File: config.mk
export PLATFORM = sky130hd
export DESIGN_NAME = jk_register_bank
export DESIGN_NICKNAME = d
export VERILOG_FILES = /design/src/rtl/jk_register_bank.sv
export SDC_FILE = /design/constraint.sdc
export NUM_CORES = 1
export LEC_CHECK = 0
export CORE_AREA = 4 4 54 56
export CTS_BUF_LIST = sky130_fd_sc_hd__clkbuf_4 sky130_fd_sc_hd__clkbuf_8
export DETAILED_ROUTE_END_ITERATION = 7
export DIE_AREA = 0 0 58 60
export PLACE_DENSITY_LB_ADDON = 0.15
export SKIP_CTS_REPAIR_TIMING = 1
export SLEW_MARGIN = 10
export SYNTH_ARGS = -nofsm -noshare
export SYNTH_HDL_FRONTEND = slang
export SYNTH_SLANG_ARGS = --single-unit
File: constraint.sdc
create_clock -name clock -period 2.75 [get_ports clock]
set_input_delay 0.55 -clock clock [delete_from_list [all_inputs] [get_ports clock]]
set_output_delay 0.55 -clock clock [all_outputs]
set_load 0.01 [all_outputs]
File: src/rtl/jk_register_bank.sv
// jk_register_bank: WIDTH-bit bank of JK flip-flops, runtime reusable as JK/D/T storage or an up/down counter.
// Optional macro JK_BANK_COUNT_MODE_EN compiles in COUNT mode and tc; otherwise mode 11 holds and tc=0.
`timescale 1ns/1ps
`default_nettype none

module jk_register_bank #(
    parameter int              WIDTH       = 8,
    parameter logic [WIDTH-1:0] RESET_VALUE = {WIDTH{1'b0}}
) (
    input  logic             clock,
    input  logic             reset,
    input  logic             en,
    input  logic [1:0]       mode,
    input  logic [WIDTH-1:0] j,
    input  logic [WIDTH-1:0] k,
    output logic [WIDTH-1:0] y,
    output logic [WIDTH-1:0] y_bar,
    output logic             tc,
    output logic             changed
);

    localparam logic [1:0] MODE_JK    = 2'b00;
    localparam logic [1:0] MODE_D     = 2'b01;
    localparam logic [1:0] MODE_T     = 2'b10;
    localparam logic [1:0] MODE_COUNT = 2'b11;

    logic [WIDTH-1:0] y_q;
    logic [WIDTH-1:0] y_d;
    logic [WIDTH-1:0] y_bar_q;
    logic             changed_q;
    logic             changed_d;

    // Bitwise forms keep an unknown j/k bit confined to its own flip-flop.
    always_comb begin
        y_d = y_q;
        if (en) begin
            case (mode)
                MODE_JK: y_d = (j & ~y_q) | (~k & y_q);
                MODE_D:  y_d = j;
                MODE_T:  y_d = y_q ^ j;
                MODE_COUNT: begin
`ifdef JK_BANK_COUNT_MODE_EN
                    if (k[0])
                        y_d = y_q - {{(WIDTH-1){1'b0}}, 1'b1};
                    else
                        y_d = y_q + {{(WIDTH-1){1'b0}}, 1'b1};
`else
                    y_d = y_q;
`endif
                end
                default: y_d = y_q;
            endcase
        end
    end

    assign changed_d = en & (y_d != y_q);

    always_ff @(posedge clock or posedge reset) begin
        if (reset) begin
            y_q       <= RESET_VALUE;
            y_bar_q   <= ~RESET_VALUE;
            changed_q <= 1'b0;
        end else begin
            y_q       <= y_d;
            y_bar_q   <= ~y_d;
            changed_q <= changed_d;
        end
    end

`ifdef JK_BANK_COUNT_MODE_EN
    // Reset gating keeps tc low even when RESET_VALUE sits on a wrap point.
    assign tc = ~reset & en & (mode == MODE_COUNT) &
                ((~k[0] & (&y_q)) | (k[0] & ~(|y_q)));
`else
    assign tc = 1'b0;
`endif

    assign y       = y_q;
    assign y_bar   = y_bar_q;
    assign changed = changed_q;

endmodule

`default_nettype wire

==> results of run 1 <==
-- flip-flops by register name (all words and copies together) (netlist names) --
name / flops
changed: 1
y_bar: 8
y: 8
-- cell type report --
type | count | area share, %
clock buffer | 4 | 1.88
inverter | 11 | 2.59
multi-input combinational | 115 | 40.8
sequential | 17 | 27.3
tap | 30 | 2.35
timing repair buffer | 41 | 25.1
-- power by group --
part | internal (mW) | leakage (nW) | switching [mW] | total (mW)
Clock | 0.0662 | 0.0184 | 0.0758 | 0.142
Combinational | 0.210 | 0.459 | 0.164 | 0.374
Sequential | 0.328 | 0.189 | 0.0606 | 0.388
Total | 0.604 | 0.666 | 0.301 | 0.905
-- worst register-to-register path: stages (launching register included) --
cell,delay [ns]
sky130_fd_sc_hd__dfrtp_1,0.48
sky130_fd_sc_hd__inv_2,0.05
sky130_fd_sc_hd__a222oi_1,0.33
sky130_fd_sc_hd__a31oi_1,0.13
sky130_fd_sc_hd__a311oi_1,0.27
sky130_fd_sc_hd__nand4_1,0.12
-- worst paths after layout --
path / cells past startpoint / from / endpoint / slack [ns]
setup / recovery: 5 / en / changed / 0.67
hold / removal: 1 / y[0] / y_bar[0] / 0.56
setup reg to reg: 5 / y[4] / changed / 1.25
hold reg to reg: 1 / y[0] / y_bar[0] / 0.56
max in group asynchronous: 2 / reset / y[3] / 1.68
min in group asynchronous: 2 / reset / y[5] / 0.65
-- cell families (layout without fill, tap and decap cells) --
family / count (synthesis) / count (layout) / synth area share [%]
multiplexers: 2 / 2 / 1.68
flip-flops: 17 / 17 / 36.5
AND/OR/NAND/NOR: 63 / 63 / 24.7
buffers and inverters: 21 / 56 / 8.92
AO/OA/AOI/OAI: 49 / 49 / 27.9
other: 1 / 1 / 0.314
-- metal layers --
metal	share of wire [%]	routed length [µm]	global-route usage (%)	vias to the layer above
met3	5.3	160	3.67	4
met4	0.95	29	7.62	0
li1	-	-	-	620
met5	0	0	0	-
met1	45	1360	23.2	589
met2	49	1490	33.4	36
-- cell usage in the layout (no fill, tap or decap), drive strengths merged --
master,n
dfrtp,9
nand4,1
a311oi,1
and2,5
inv,11
o22ai,2
dfstp,8
or3,1
o22a,1
or2b,1
o32ai,1
a22o,1
clkbuf,4
a22oi,2
nor3,7
o21ai,15
mux2i,2
nand2b,2
or3b,1
a21oi,8
nand3b,3
a211oi,4
a221o,2
a211o,4
clkdlybuf4s50,37
buf,4
a31oi,1
o2bb2ai,1
nand2,21
a222oi,1
a221oi,2
and4b,1
nor2,20
a2111oi,3
conb,1
-- stage by stage --
stage | power (mW) | util (%)
6_report | 0.905 | 65.6
5_1_grt | 0.972 | 65.6
4_1_cts | 0.916 | 65.6
3_5_place_dp | 0.767 | 64.4
3_3_place_gp | 0.756 | 64.4
2_1_floorplan | 0.577 | -
==> reports/summary.txt, run 1 <==
Outcome: finished, final reports clean
Num ports: 39
Leading cell type by number of instances after synthesis: sky130_fd_sc_hd__nand2_1
Worst voltage drop across the vdd grid: 0.437 mV
Worst setup path category: in2reg
Average vias per placed instance: 5.73
Post-Layout Inst Area: 1600 µm²
First-pass GRT wire length: 5150 µm
Final min period: 2.08 ns
Final TNS setup: 0 ns
Total standard cell area after synthesis: 1190 µm²
Clock latency reported for the late side of the worst-skew pair: 0.28 ns
Multi-input logic area: 651 µm²
Placement Setup Slack: 0.408 ns
HPWL Detailed: 2250 µm
Pin count of the biggest net entering global routing: 35
Tot GR Track Use: 19.1%
Layout overhead on the synthesized area: 33.8%
Number of buffers created by CTS: 3
Standard cell core area: 2430 µm²
Post-Synthesis Cells: 153
Number of different library cells in the post-synthesis netlist: 38
Register area: 435 µm²
Nets in the synthesized netlist: 174
Type of the tightest min-delay check: reg2reg
DRC marker count from the first detailed-route iteration: 49
Maximum capacitance violations: 0
Mapped Avg Cell Area: 7.79 µm²
Gate family responsible for the most delay along the worst path: buffers and inverters
Post-synth top flop: sky130_fd_sc_hd__dfrtp_1
Horizontal extent of the die: 58 µm
Endpoints failing setup: 0
Maximum clock path buffer count: 2
Setup WS post-layout: 0.672 ns
Maximum operating frequency: 481 MHz
Number of flops mapped to enable cells by yosys: 0
Layout cell share with drive strength beyond 1: 10.1%
CP Data Required Time: 2.97 ns
Top cells by count, synth: sky130_fd_sc_hd__nand2_1 (21), sky130_fd_sc_hd__nor2_1 (20), sky130_fd_sc_hd__o21ai_0 (15)
Part of the cycle the worst path needs: 75.6%
Max Clock Skew: 0.000699 ns
Yosys warning total: 0
Number of pins with negative max-slew slack in the final report: 0
Grt total ovfl: 0
Static leakage: 0.666 nW
Die Area: 3480 µm²
RSZ-0062 raised after global routing: no
CTS H-Tree Depth: 1
Initial antenna violation count: 0
Routed len/inst: 13.9 µm
Number of non-filler instances in the completed layout: 218
Crit start category: primary input
Antenna cell count: 0
Worst-path maximum fanout: 16
Post-layout nets: 210
Total routed wirelength: 3040 µm
Total iterations of the first detailed-routing run: 5
Die height: 60 µm
Clock sink count: 17
Cells taking the most area after synthesis: sky130_fd_sc_hd__dfrtp_1 (19%), sky130_fd_sc_hd__dfstp_2 (18%), sky130_fd_sc_hd__nand2_1 (6.6%)
Sequence of cells on the critical path: clkdlybuf4s50_1 > o21ai_0 > a2111oi_0 > nor3_1 > nand4_1
GP Congestion: 0.820
FILL cells: 215
Slowest-stage cell, CP: sky130_fd_sc_hd__clkdlybuf4s50_1
Proportion of netlist area held by the largest area contributor: 18.9%
Delay of the slowest cell on the worst path: 0.78 ns
Total power per unit cell area: 567 nW/µm²
Overall via count from detail_route: 1,249
Transition time of the tightest slew-check pin: 0.662 ns
# placed instances: 214
Sort of element at the end of the critical path: flip-flop
Register bit total from synthesis: 17
CTS tree: yes
Buffer and inverter count on the worst path: 1
Data arrival time of the critical path: 2.30 ns
Worst rel slew slack: 55.8%
Residual antenna-violating net count after detailed routing: 0
Largest area contributor in the synthesized netlist: sky130_fd_sc_hd__dfrtp_1
Row cnt: 18
Number of global-route vias before repair: 1,209
WHS: 0.559 ns
Final hold violation count: 0
Master cell of the clock root buffer: sky130_fd_sc_hd__clkbuf_4
Effective utilization at floorplan: 49.0%
Async SR Flop Fraction: 100%
# DRC: 0
Post-place instance area: 1570 µm²
PortBufs: 37
Register area share after synthesis: 36.5%
Clock input transition at the sequential cells of the worst setup and hold paths: 0.09 ns
Power figures use the tool's default switching activity.
==> run 2: changes to the inputs <==
Settings changed: CORE_AREA 4 4 54 56 to 4 4 58 60, DIE_AREA 0 0 58 60 to 0 0 62 64.
Clock period 2.75 ns to 1.8 ns, I/O delays scaled along.
==> reports/summary.txt, run 2 (synthesis gave the netlist of run 1 again) <==
Setup WS post-layout: 0.0735 ns (was 0.672 ns)
Number of buffers created by CTS: 3 (unchanged)
Layout cell share with drive strength beyond 1: 18.9% (was 10.1%)
Total routed wirelength: 3300 µm (was 3040 µm)
Proportion of power drawn by combinational gates: 42.7% (was 41.4%)
Internal power component: 0.959 mW (was 0.604 mW)
Post-Layout Inst Area: 1760 µm² (was 1600 µm²)
Effective utilization at floorplan: 40.7% (was 49.0%)
Worst-path maximum fanout: 1 (was 16)
Antenna cell count: 0 (unchanged)
Maximum clock path buffer count: 2 (unchanged)
PortBufs: 37 (unchanged)
Final TNS setup: 0 ns (unchanged)
CP Data Required Time: 1.44 ns (was 2.97 ns)
Sort of element at the end of the critical path: output port (was flip-flop)
CTS H-Tree Depth: 1 (unchanged)
First-pass GRT wire length: 5360 µm (was 5150 µm)
Sw Share: 33.5% (was 33.2%)
Crit start category: flip-flop (was primary input)
Depth of the worst register-to-register path: 5 (unchanged)
DRC marker count from the first detailed-route iteration: 53 (was 49)
Number of non-filler instances in the completed layout: 239 (was 218)
RSZ-0062 raised after global routing: no (unchanged)
Horizontal extent of the die: 62 µm (was 58 µm)
Number of global-route vias before repair: 1,218 (was 1,209)
Worst R2R End: changed (unchanged)
Worst rel slew slack: 65.9% (was 55.8%)
Part of the total power dissipated in the clock network: 16.2% (was 15.7%)
Pin count of the biggest net entering global routing: 24 (was 35)
Final hold violation count: 0 (unchanged)
Master cell of the clock root buffer: sky130_fd_sc_hd__clkbuf_4 (unchanged)
Num ports: 39 (unchanged)
Max Clock Skew: 0.00119 ns (was 0.000699 ns)
Endpoints failing setup: 0 (unchanged)
Worst voltage drop across the vdd grid: 0.562 mV (was 0.437 mV)
# placed instances: 235 (was 214)
Outcome: finished, final reports clean (unchanged)
Transition time of the tightest slew-check pin: 0.499 ns (was 0.662 ns)
Worst setup path category: reg2out (was in2reg)
Final min period: 1.73 ns
Total power after layout: 1.44 mW (was 0.905 mW)
Critical path startpoint: y_bar[2] (was en)
Overall via count from detail_route: 1,310 (was 1,249)
CTS tree: yes (unchanged)
Static leakage: 0.759 nW (was 0.666 nW)
Maximum capacitance violations: 0 (unchanged)
Slowest-stage cell, CP: sky130_fd_sc_hd__dfstp_2 (was sky130_fd_sc_hd__clkdlybuf4s50_1)
Post-place instance area: 1730 µm² (was 1570 µm²)
Sequence of cells on the critical path: clkdlybuf4s50_1 (was clkdlybuf4s50_1 > o21ai_0 > a2111oi_0 > nor3_1 > nand4_1)
Initial antenna violation count: 0 (unchanged)
Reg2Reg Launch Point: y[4] (unchanged)
Buffer and inverter count on the worst path: 1 (unchanged)
Maximum operating frequency: 579 MHz
Average vias per placed instance: 5.48 (was 5.73)
Most frequent standard cell in the layout excluding fill and tap cells: sky130_fd_sc_hd__clkdlybuf4s50_1 (unchanged)
Residual antenna-violating net count after detailed routing: 0 (unchanged)
Total iterations of the first detailed-routing run: 4 (was 5)
Die Area: 3970 µm² (was 3480 µm²)
FILL cells: 271 (was 215)
Part of the cycle the worst path needs: 95.9%
Row cnt: 20 (was 18)
Most frequent cells in the layout: sky130_fd_sc_hd__clkdlybuf4s50_1 (37), sky130_fd_sc_hd__nand2_1 (21), sky130_fd_sc_hd__nor2_1 (20), sky130_fd_sc_hd__buf_4 (20), sky130_fd_sc_hd__o21ai_0 (15) (was sky130_fd_sc_hd__clkdlybuf4s50_1 (37), sky130_fd_sc_hd__nand2_1 (21), sky130_fd_sc_hd__nor2_1 (20))
FF-to-FF setup slack: 0.24 ns (was 1.25 ns)
Standard cell core area: 2930 µm² (was 2430 µm²)
Grt total ovfl: 0 (unchanged)
WHS: 0.366 ns (was 0.559 ns)
HPWL Detailed: 2550 µm (was 2250 µm)
GP Congestion: 0.845 (was 0.820)
Placement Setup Slack: -0.169 ns (was 0.408 ns)
# DRC: 0 (unchanged)
Clock input transition at the sequential cells of the worst setup and hold paths: 0.11 ns (was 0.09 ns)
Gate family responsible for the most delay along the worst path: flip-flops (was buffers and inverters)
Final standard cell utilization of the core: 60.2% (was 65.6%)
Power spent charging and discharging nets: 0.484 mW (was 0.301 mW)
Layout overhead on the synthesized area: 47.7% (was 33.8%)
Total power per unit cell area: 819 nW/µm² (was 567 nW/µm²)
Clock sink count: 17 (unchanged)
Number of pins with negative max-slew slack in the final report: 0 (unchanged)
Post-layout nets: 228 (was 210)
Type of the tightest min-delay check: in2async (was reg2reg)
Data arrival time of the critical path: 1.37 ns (was 2.30 ns)
Clock latency reported for the late side of the worst-skew pair: 0.30 ns (was 0.28 ns)
Delay of the slowest cell on the worst path: 0.54 ns (was 0.78 ns)
Seq pwr share: 41.2% (was 42.9%)
Tot GR Track Use: 17.5% (was 19.1%)
Routed len/inst: 13.8 µm (was 13.9 µm)
Die height: 64 µm (was 60 µm)
run 2: cell count changes in the layout (fill, tap and decap cells not counted), sizes merged:
| cell | delta |
|---|---|
| buf | +18 |
run 2: power by group through the flow:
stage                     clock network [mW]  logic (mW)  registers (mW)
after floorplan                            0       0.255           0.627
final                                  0.233       0.616           0.594
after detailed placement                   0       0.618           0.599
after global placement                     0       0.604           0.592
after CTS                              0.250       0.621           0.594
after global routing                   0.262       0.677           0.612
run 2: tightest hold or removal path, stage by stage:
cell and delay [ns]:
sky130_fd_sc_hd__clkdlybuf4s50_1 0.40, sky130_fd_sc_hd__inv_1 0.05, sky130_fd_sc_hd__buf_4 0.24
run 2: how the worst max path moves through the flow:
stage | cells past startpoint | endpoint
after detailed placement | 7 | changed
after CTS | 1 | y[5]
final | 1 | y_bar[2]
after global routing | 1 | y[2]
after floorplan | 5 | changed
after global placement | 6 | changed
run 2: routing by layer:
metal | track usage (%) | routed length, µm
met3 | 2.63 | 207
met2 | 29.5 | 1630
met4 | 5.31 | 31
met5 | 0 | 0
met1 | 22.1 | 1430
run 2: final cells by class:
| class | count | area [µm²] | share of cell area (%) |
|---|---|---|---|
| inverters | 11 | 41.3 | 2.34 |
| flip-flops and latches | 17 | 438 | 24.9 |
| repair buffers | 59 | 561 | 31.8 |
| well taps | 33 | 41.3 | 2.34 |
| multi-input cells | 115 | 651 | 36.9 |
| clock buffers | 4 | 30.0 | 1.70 |
